$ cat src/rtl/sipo_rx_pkg.sv
// Shared types and sizing helpers for the serial-in, parallel-out receiver.
package sipo_rx_pkg;

    typedef enum logic {
        HUNT     = 1'b0,
        ASSEMBLE = 1'b1
    } sipo_state_e;

    function automatic int cnt_width(input int width);
        return (width > 2) ? $clog2(width) : 1;
    endfunction

endpackage

$ cat src/rtl/sipo_rx_sva.sv
// Property checker for sipo_rx: head stability under backpressure, occupancy bound,
// and pushes only from word assembly.
module sipo_rx_sva
    import sipo_rx_pkg::*;
#(
    parameter int WIDTH = 4,
    parameter int DEPTH = 2
) (
    input logic                   clk,
    input logic                   rst,
    input logic                   out_valid,
    input logic                   out_ready,
    input logic [WIDTH-1:0]       out_data,
    input logic [$clog2(DEPTH):0] level,
    input logic                   push,
    input sipo_state_e            state
);

    localparam logic [$clog2(DEPTH):0] DEPTH_L = ($clog2(DEPTH)+1)'(DEPTH);

    a_stable_head: assert property (@(posedge clk) disable iff (rst)
        (out_valid && !out_ready) |=> $stable(out_data));

    a_level_bound: assert property (@(posedge clk) disable iff (rst)
        level <= DEPTH_L);

    a_no_push_in_hunt: assert property (@(posedge clk) disable iff (rst)
        push |-> (state == ASSEMBLE));

endmodule

$ cat src/rtl/sync_fifo.sv
// Synchronous FIFO with registered storage and wrap-bit pointers; the head word is read
// straight from storage so it is visible in the cycle after the push edge.
module sync_fifo #(
    parameter int WIDTH = 4,
    parameter int DEPTH = 2
) (
    input  logic                     clk,
    input  logic                     rst,
    input  logic                     push,
    input  logic [WIDTH-1:0]         push_data,
    input  logic                     pop,
    output logic [WIDTH-1:0]         head_data,
    output logic                     empty,
    output logic                     full,
    output logic [$clog2(DEPTH):0]   level
);

    localparam int AW = $clog2(DEPTH);
    localparam logic [AW:0] DEPTH_L = (AW+1)'(DEPTH);

    logic [WIDTH-1:0] mem_q [DEPTH];
    logic [WIDTH-1:0] mem_d [DEPTH];
    logic [AW:0]      wptr_q, wptr_d;
    logic [AW:0]      rptr_q, rptr_d;
    logic             do_push_s;
    logic             do_pop_s;

    assign level     = wptr_q - rptr_q;
    assign empty     = (level == {(AW+1){1'b0}});
    assign full      = (level == DEPTH_L);
    assign head_data = mem_q[rptr_q[AW-1:0]];

    // A push into a full FIFO is still taken when the head leaves on the same edge.
    always_comb begin
        mem_d     = mem_q;
        wptr_d    = wptr_q;
        rptr_d    = rptr_q;
        do_pop_s  = pop && !empty;
        do_push_s = push && (!full || do_pop_s);
        if (do_pop_s) begin
            rptr_d = rptr_q + {{AW{1'b0}}, 1'b1};
        end else begin
            rptr_d = rptr_q;
        end
        if (do_push_s) begin
            mem_d[wptr_q[AW-1:0]] = push_data;
            wptr_d = wptr_q + {{AW{1'b0}}, 1'b1};
        end else begin
            wptr_d = wptr_q;
        end
    end

    // Storage and pointer registers.
    always_ff @(posedge clk) begin
        if (rst) begin
            wptr_q <= '0;
            rptr_q <= '0;
            for (int i = 0; i < DEPTH; i++) begin
                mem_q[i] <= '0;
            end
        end else begin
            wptr_q <= wptr_d;
            rptr_q <= rptr_d;
            mem_q  <= mem_d;
        end
    end

endmodule

$ cat src/rtl/sipo_rx.sv
// Serial-to-parallel receiver: aligns on frame_start, assembles MSB-first words and
// queues them in an output FIFO with a sticky overflow flag for dropped words.
module sipo_rx
    import sipo_rx_pkg::*;
#(
    parameter int WIDTH = 4,
    parameter int DEPTH = 2
) (
    input  logic                   clk,
    input  logic                   rst,
    input  logic                   bit_valid,
    input  logic                   bit_in,
    input  logic                   frame_start,
    output logic                   out_valid,
    input  logic                   out_ready,
    output logic [WIDTH-1:0]       out_data,
    output logic                   overflow,
    input  logic                   overflow_clr,
    output logic [$clog2(DEPTH):0] level
);

    localparam int CW = cnt_width(WIDTH);
    localparam logic [CW-1:0] CNT_LAST = CW'(WIDTH - 1);

    sipo_state_e      state_q, state_d;
    logic [CW-1:0]    cnt_q, cnt_d;
    logic [WIDTH-2:0] shift_q, shift_d;
    logic             overflow_q, overflow_d;
    logic [WIDTH-1:0] word_s;
    logic             push_s;
    logic             pop_s;
    logic             full_s;
    logic             empty_s;
    logic             drop_s;

    assign word_s    = {shift_q, bit_in};
    assign out_valid = !empty_s;
    assign pop_s     = out_valid && out_ready;
    assign drop_s    = push_s && full_s && !pop_s;
    assign overflow  = overflow_q;

    // A frame_start bit always restarts assembly, even one bit short of completion.
    always_comb begin
        state_d = state_q;
        cnt_d   = cnt_q;
        shift_d = shift_q;
        push_s  = 1'b0;
        if (bit_valid) begin
            if (frame_start) begin
                state_d    = ASSEMBLE;
                cnt_d      = CW'(1);
                shift_d    = '0;
                shift_d[0] = bit_in;
            end else if (state_q == ASSEMBLE) begin
                if (cnt_q == CNT_LAST) begin
                    push_s  = 1'b1;
                    state_d = HUNT;
                    cnt_d   = '0;
                    shift_d = '0;
                end else begin
                    shift_d = word_s[WIDTH-2:0];
                    cnt_d   = cnt_q + CW'(1);
                end
            end else begin
                state_d = HUNT;
            end
        end else begin
            state_d = state_q;
        end
    end

    // A drop that coincides with a clear leaves the flag set.
    always_comb begin
        overflow_d = overflow_q;
        if (drop_s) begin
            overflow_d = 1'b1;
        end else if (overflow_clr) begin
            overflow_d = 1'b0;
        end else begin
            overflow_d = overflow_q;
        end
    end

    // Assembly and overflow registers.
    always_ff @(posedge clk) begin
        if (rst) begin
            state_q    <= HUNT;
            cnt_q      <= '0;
            shift_q    <= '0;
            overflow_q <= 1'b0;
        end else begin
            state_q    <= state_d;
            cnt_q      <= cnt_d;
            shift_q    <= shift_d;
            overflow_q <= overflow_d;
        end
    end

    sync_fifo #(
        .WIDTH (WIDTH),
        .DEPTH (DEPTH)
    ) u_fifo (
        .clk       (clk),
        .rst       (rst),
        .push      (push_s),
        .push_data (word_s),
        .pop       (pop_s),
        .head_data (out_data),
        .empty     (empty_s),
        .full      (full_s),
        .level     (level)
    );

    sipo_rx_sva #(
        .WIDTH (WIDTH),
        .DEPTH (DEPTH)
    ) u_sva (
        .clk       (clk),
        .rst       (rst),
        .out_valid (out_valid),
        .out_ready (out_ready),
        .out_data  (out_data),
        .level     (level),
        .push      (push_s),
        .state     (state_q)
    );

endmodule

$ cat config.mk
export PLATFORM = sky130hd
export DESIGN_NAME = sipo_rx
export DESIGN_NICKNAME = d
export VERILOG_FILES = /design/src/rtl/sipo_rx_pkg.sv /design/src/rtl/sipo_rx_sva.sv /design/src/rtl/sync_fifo.sv /design/src/rtl/sipo_rx.sv
export SDC_FILE = /design/constraint.sdc
export NUM_CORES = 1
export LEC_CHECK = 0
export CAP_MARGIN = 0
export CORE_MARGIN = 4
export CORE_UTILIZATION = 37
export CTS_CLUSTER_SIZE = 16
export DETAILED_ROUTE_END_ITERATION = 10
export PLACE_DENSITY = 0.58
export SYNTH_ARGS = -nofsm -noshare
export SYNTH_HDL_FRONTEND = slang
export SYNTH_SLANG_ARGS = --single-unit
$ cat constraint.sdc
create_clock -name clk -period 1.7 [get_ports clk]
set_input_delay 0.255 -clock clk [delete_from_list [all_inputs] [get_ports clk]]
set_output_delay 0.255 -clock clk [all_outputs]
set_load 0.005 [all_outputs]
Yosys cells after proc, flatten, opt, wreduce, memory -nomap -nowiden

Cells that the tools add are included.

Flip-flop bits (word level): 19
Word-level logic and storage cells: 54
Output and inout bits: 8

Eq/ne operators: 2
Reductions and logical operators: 14
Bitwise operators: 2
Order comparisons: 3
Mux-type cells: 21
Add/sub/neg operators: 4

Operator list:

| operator            | count |
|---|---|
| $mux 4              | 4 |
| $mux 1              | 9 |
| $mux 3              | 3 |
| $bwmux 8            | 1 |
| $add 2x1->2 const B | 3 |
| $logic_and 1x1->1   | 6 |
| $mux 2              | 3 |
| $demux 4 s1         | 1 |
| $eq 2x2->1 const B  | 2 |
| $ge 2x2->1 const B  | 2 |
| $not 1->2           | 2 |
| $reduce_bool 2->1   | 2 |
| $logic_not 1->1     | 3 |
| $logic_not 2->1     | 1 |
| $lt 2x1->1 const B  | 1 |
| $reduce_and 2->1    | 1 |
| $sub 2x2->2         | 1 |
| $logic_or 1x1->1    | 1 |

Depth between registers and ports, before layout

Word-level depth: 8
Depth in mapped cells: 5

Modules after synthesis

Synthesis repeated with hierarchy kept, for this count alone.

Cells, all modules: 102
Area, all modules: 935.9 µm²

Modules (own cells, without submodules):

| module    | area each (µm²) | cells an instance | seq. area each (µm²) | times used |
|---|---|---|---|---|
| sync_fifo | 615.6           | 68                | 240.2                | 1 |
| sipo_rx   | 320.3           | 34                | 140.1                | 1 |

Least setup slack after synthesis

No wires, ideal clock.

Path kind: register to register
From: register u_fifo.wptr_q[0]
To: register u_fifo.wptr_q[1]
Stages on the path, launching flop included: 6
Slack: -0.097 ns
Required time: 1.579 ns
Clock period less this slack: 1.797 ns
Data arrival time: 1.676 ns
Library setup time: 0.121 ns
Path through: dfxtp_1 inv_1 ha_1 nor2b_1 a211oi_4 mux2_4

Word-level cells in the longest chain between the ends: 7
Elaborated cells on any way between the ends: 10
Classes of those cells: 2 x add/sub; 1 x eq/ne; 7 x reduce/logical

Ends and longest elaborated chain:

| element                | RTL line                       | RTL |
|---|---|---|
| from (decl)            | sync_fifo.sv:23                | `logic [AW:0] wptr_q, wptr_d;` |
| from (signal assigned) | sync_fifo.sv:62                | `wptr_q <= wptr_d;` |
| $sub 2x2->2            | sync_fifo.sv:28                | `assign level = wptr_q - rptr_q;` |
| $logic_not 2->1        | sync_fifo.sv:29                | `assign empty = (level == {(AW+1){1'b0}});` |
| $logic_not 1->1        | sync_fifo.sv:38, sipo_rx.sv:37 |  |
| $logic_and 1x1->1      | sipo_rx.sv:38                  | `assign pop_s = out_valid && out_ready;` |
| $logic_and 1x1->1      | sync_fifo.sv:38                | `do_pop_s = pop && !empty;` |
| $logic_or 1x1->1       | sync_fifo.sv:39                | `do_push_s = push && (!full \|\| do_pop_s);` |
| $logic_and 1x1->1      | sync_fifo.sv:39                |  |

Parallel ways exist; a longest one is shown, timed or not.
A chain may end at the register's enable or synchronous reset.

Worst setup path after layout

From: register u_fifo.wptr_q[0]
To: output level[1]

Word-level cells in the longest chain between the ends: 1

Ends and longest elaborated chain:

| element     | RTL line        | RTL |
|---|---|---|
| $sub 2x2->2 | sync_fifo.sv:28 |  |
| to (decl)   | sipo_rx.sv:19   | `output logic [$clog2(DEPTH):0] level` |

No other way between the ends.

==> results_dict.tcl <==
set metrics [dict create \
    post-synth-top-area-fraction 0.385 \
    syn_to_final_growth_pct 37.5 \
    cts.reportedPaths.clkPinSlew_ns 0.11 \
    path_max_fanout 3 \
    whs_path_depth 2 \
    grt_usage 0.128 \
    violations "setup timing" \
    p_leak_nw 0.563 \
    vias 828 \
    synth.most_common_cell "dfxtp_1" \
    port_buffers 14 \
    arrival_ns 1.49 \
    crit_chain "inv_2, ha_4, xor3_2, buf_4, dlygate4sd2_1" \
    grt-ovfl-total 0 \
    fin_ws_ns -0.0462 \
    power_density_nw_per_um2 781 \
    async_flop_share 0 \
    p_switching_w 0.000306 \
    via_per_inst 5.02 \
    cts_root_buffer "clkbuf_4" \
    worstHoldEndpoint "cnt_q[1]$_SDFFE_PP0P_" \
    drt_iter0_markers 30 \
    synth_cells 104 \
    gp_congestion 0.766 \
    tightest_slew_ns 0.447 \
    antenna_found_initial 0 \
    synth.net_count 113 \
    drive_gt1_frac 0.281 \
    instances_no_fill 165 \
    fin_skew_ns 0.00203 \
    p_int_w 0.000755 \
    worst_r2r_endpoint "u_fifo.wptr_q[1]$_SDFFE_PP0P_" \
    core-area_sq_um 2520 \
    h-tree-depth 1 \
    synth-seq-cells 19 \
    ff2ff_setup_slack_ns -0.03 \
    synth_top_cell_by_area "dfxtp_1" \
    synth_ff_type "dfxtp_1" \
    post-dp-hpwl_um 1500 \
    dieHeight_um 59.7 \
    hold_buffers 0 \
    maxSlewHeadroom 0.699 \
    end_kind "output pin" \
    fmax_mhz 573 \
    synth.area.top_cells "dfxtp_1 (38%), mux2i_1 (9.1%), nand2b_1 (8.2%), mux2_2 (5.7%), nor2_1 (3.4%)" \
    hold_viol 0 \
    dieWidth_um 59.7 \
    syn-mean-instance-area_sq_um 9.50 \
    clock_power_share 0.219 \
    critical_path_class "flop to output pin" \
    pwr-share-comb 0.331 \
    setup_viol 5 \
    seqPwrFrac 0.450 \
    status "complete, but fails checks" \
    p_sw_frac 0.289 \
    die-area_sq_um 3560 \
    routedWlPerCell_um 12.6 \
    maxCapViolCount 0 \
    start_kind "flop" \
    syn-cell-area_sq_um 988 \
    route.detailed.drc 0 \
    setup_tns_ns -0.113 \
    clockBufferDepth 2 \
    cpPeakStageDelay_ns 0.34 \
    io_pins 15 \
    dp.cells 158 \
    drtAntennaViolNets 0 \
    fin_util 0.539 \
    num_antenna_cells 0 \
    finalPower_w 0.00106 \
    grt_start_max_net_pins 29 \
    cts_inserted_buffers 3 \
    min_from "cnt_q[1]$_SDFFE_PP0P_" \
    finalCritPeriodShare 1.03 \
    yosysSeqAreaShare 0.385 \
    finalCriticalPeriod_ns 1.75 \
    clk_latency_ns 0.30 \
    cts_tree "built" \
    grt_pass1_vias 789 \
    yosys_warnings 0 \
    hold_class "flop to flop" \
    start_util 0.392 \
    rsz0062_at_grt "true" \
    wl_um 2070 \
    grt_pass1_wl_um 3460 \
    reg2reg_from "u_fifo.wptr_q[0]$_SDFFE_PP0P_" \
    fill_cells 241 \
    r2r_cells 7 \
    cts.sinks 19 \
    slowest_stage "dfxtp_2" \
    slew_violations 0 \
    nNetsFinal 145 \
    worstPathRequired_ns 1.44 \
    num_rows 18 \
    yosysUniqueCellTypes 28 \
    vdd_ir_drop_max_v 0.000497 \
    first_pass_iters 4 \
    synth_common_cells "dfxtp_1 (19), nand2b_1 (13), mux2i_1 (9), nor2_1 (9), nand2_1 (8)" \
    synth-edff-count 0 \
]
-- kinds of logic (layout without fill, tap and decap cells) --
kind of cell / after synthesis / count (layout) / share of synthesized area
DFF: 19 / 19 / 0.385
and+or+nand+nor: 42 / 42 / 0.242
AOI/OAI and AO/OA: 16 / 16 / 0.120
muxes: 15 / 15 / 0.163
adders and majority gates: 2 / 2 / 0.0253
buffers and inverters: 8 / 39 / 0.0304
xor gates and xnor gates: 2 / 2 / 0.0342
-- cells in the final DEF, fill, tap and decap left out, drive strengths merged, types with 5 or more instances in the layout --
cell type / synthesis / layout
a21oi: 5 / 5
buf: 0 / 19
clkdlybuf4s50: 0 / 7
dfxtp: 19 / 19
dlygate4sd2: 0 / 6
mux2: 6 / 6
mux2i: 9 / 9
nand2: 8 / 8
nand2b: 13 / 13
nor2: 9 / 9
-- critical path, delay by kind of cell (launching register included) --
family / cells / cell delay [ns]
DFF: 1 / 0.34
adders and majority gates: 1 / 0.12
xor gates and xnor gates: 1 / 0.26
buffers and inverters: 3 / 0.46
-- routing by layer --
metal,vias up,share of wire,track usage
met5,-,0,0
met2,13,0.50,0.225
li1,426,-,-
met1,387,0.46,0.155
met3,2,0.034,0.0324
met4,0,0.0039,0.0285
-- worst max-delay path by stage --
stage	from	to
after floorplan	u_fifo.wptr_q[0]$_SDFFE_PP0P_	u_fifo.wptr_q[1]$_SDFFE_PP0P_
after global placement	frame_start	u_fifo.mem_q[0]$_SDFFE_PP0P_
after detailed placement	frame_start	u_fifo.mem_q[3]$_SDFFE_PP0P_
after CTS	u_fifo.wptr_q[0]$_SDFFE_PP0P_	level[1]
after global routing	u_fifo.wptr_q[0]$_SDFFE_PP0P_	u_fifo.mem_q[3]$_SDFFE_PP0P_
final	u_fifo.wptr_q[0]$_SDFFE_PP0P_	level[1]
-- power groups by stage --
stage	clock [W]	combinational, W	sequential, W
floorplan	0	0.000151	0.000479
global placement	0	0.000302	0.000480
detailed placement	0	0.000308	0.000480
CTS	0.000245	0.000333	0.000476
global route	0.000260	0.000380	0.000480
finish	0.000232	0.000352	0.000477
-- state kept, by name, summed over array words and instances (netlist names) --
signal,count
u_fifo.rptr_q,2
cnt_q,2
shift_q,3
u_fifo.mem_q,8
u_fifo.wptr_q,2
state_q,1
overflow,1
-- final cells by class --
class                      count  area, sq um  area share
inverter                       3         11.3     0.00829
multi-input combinational     77          606       0.446
clock inverter                 1         5.00     0.00368
sequential                    19          387       0.285
clock buffer                   3         22.5      0.0166
timing repair buffer          32          290       0.214
tap                           30         37.5      0.0276
-- stage by stage --
step                worst slack [ns]  hold slack, ns  instance area, sq um
finish                       -0.0462           0.472                  1360
global route                  -0.104           0.498                  1360
CTS                           -0.204           0.478                  1340
detailed placement           -0.0825           0.460                  1270
global placement             -0.0386           0.447                  1270
floorplan                    -0.0971           0.420                   988
-- timing repair --
action                                  4_1_cts  5_1_grt
resized for setup                            21        3
hold endpoints to repair                      0        0
gates cloned                                  0        0
pin swaps                                     2        2
setup buffers                                 1        2
endpoints found under the setup margin       10       16
Power figures use the tool's default switching activity.
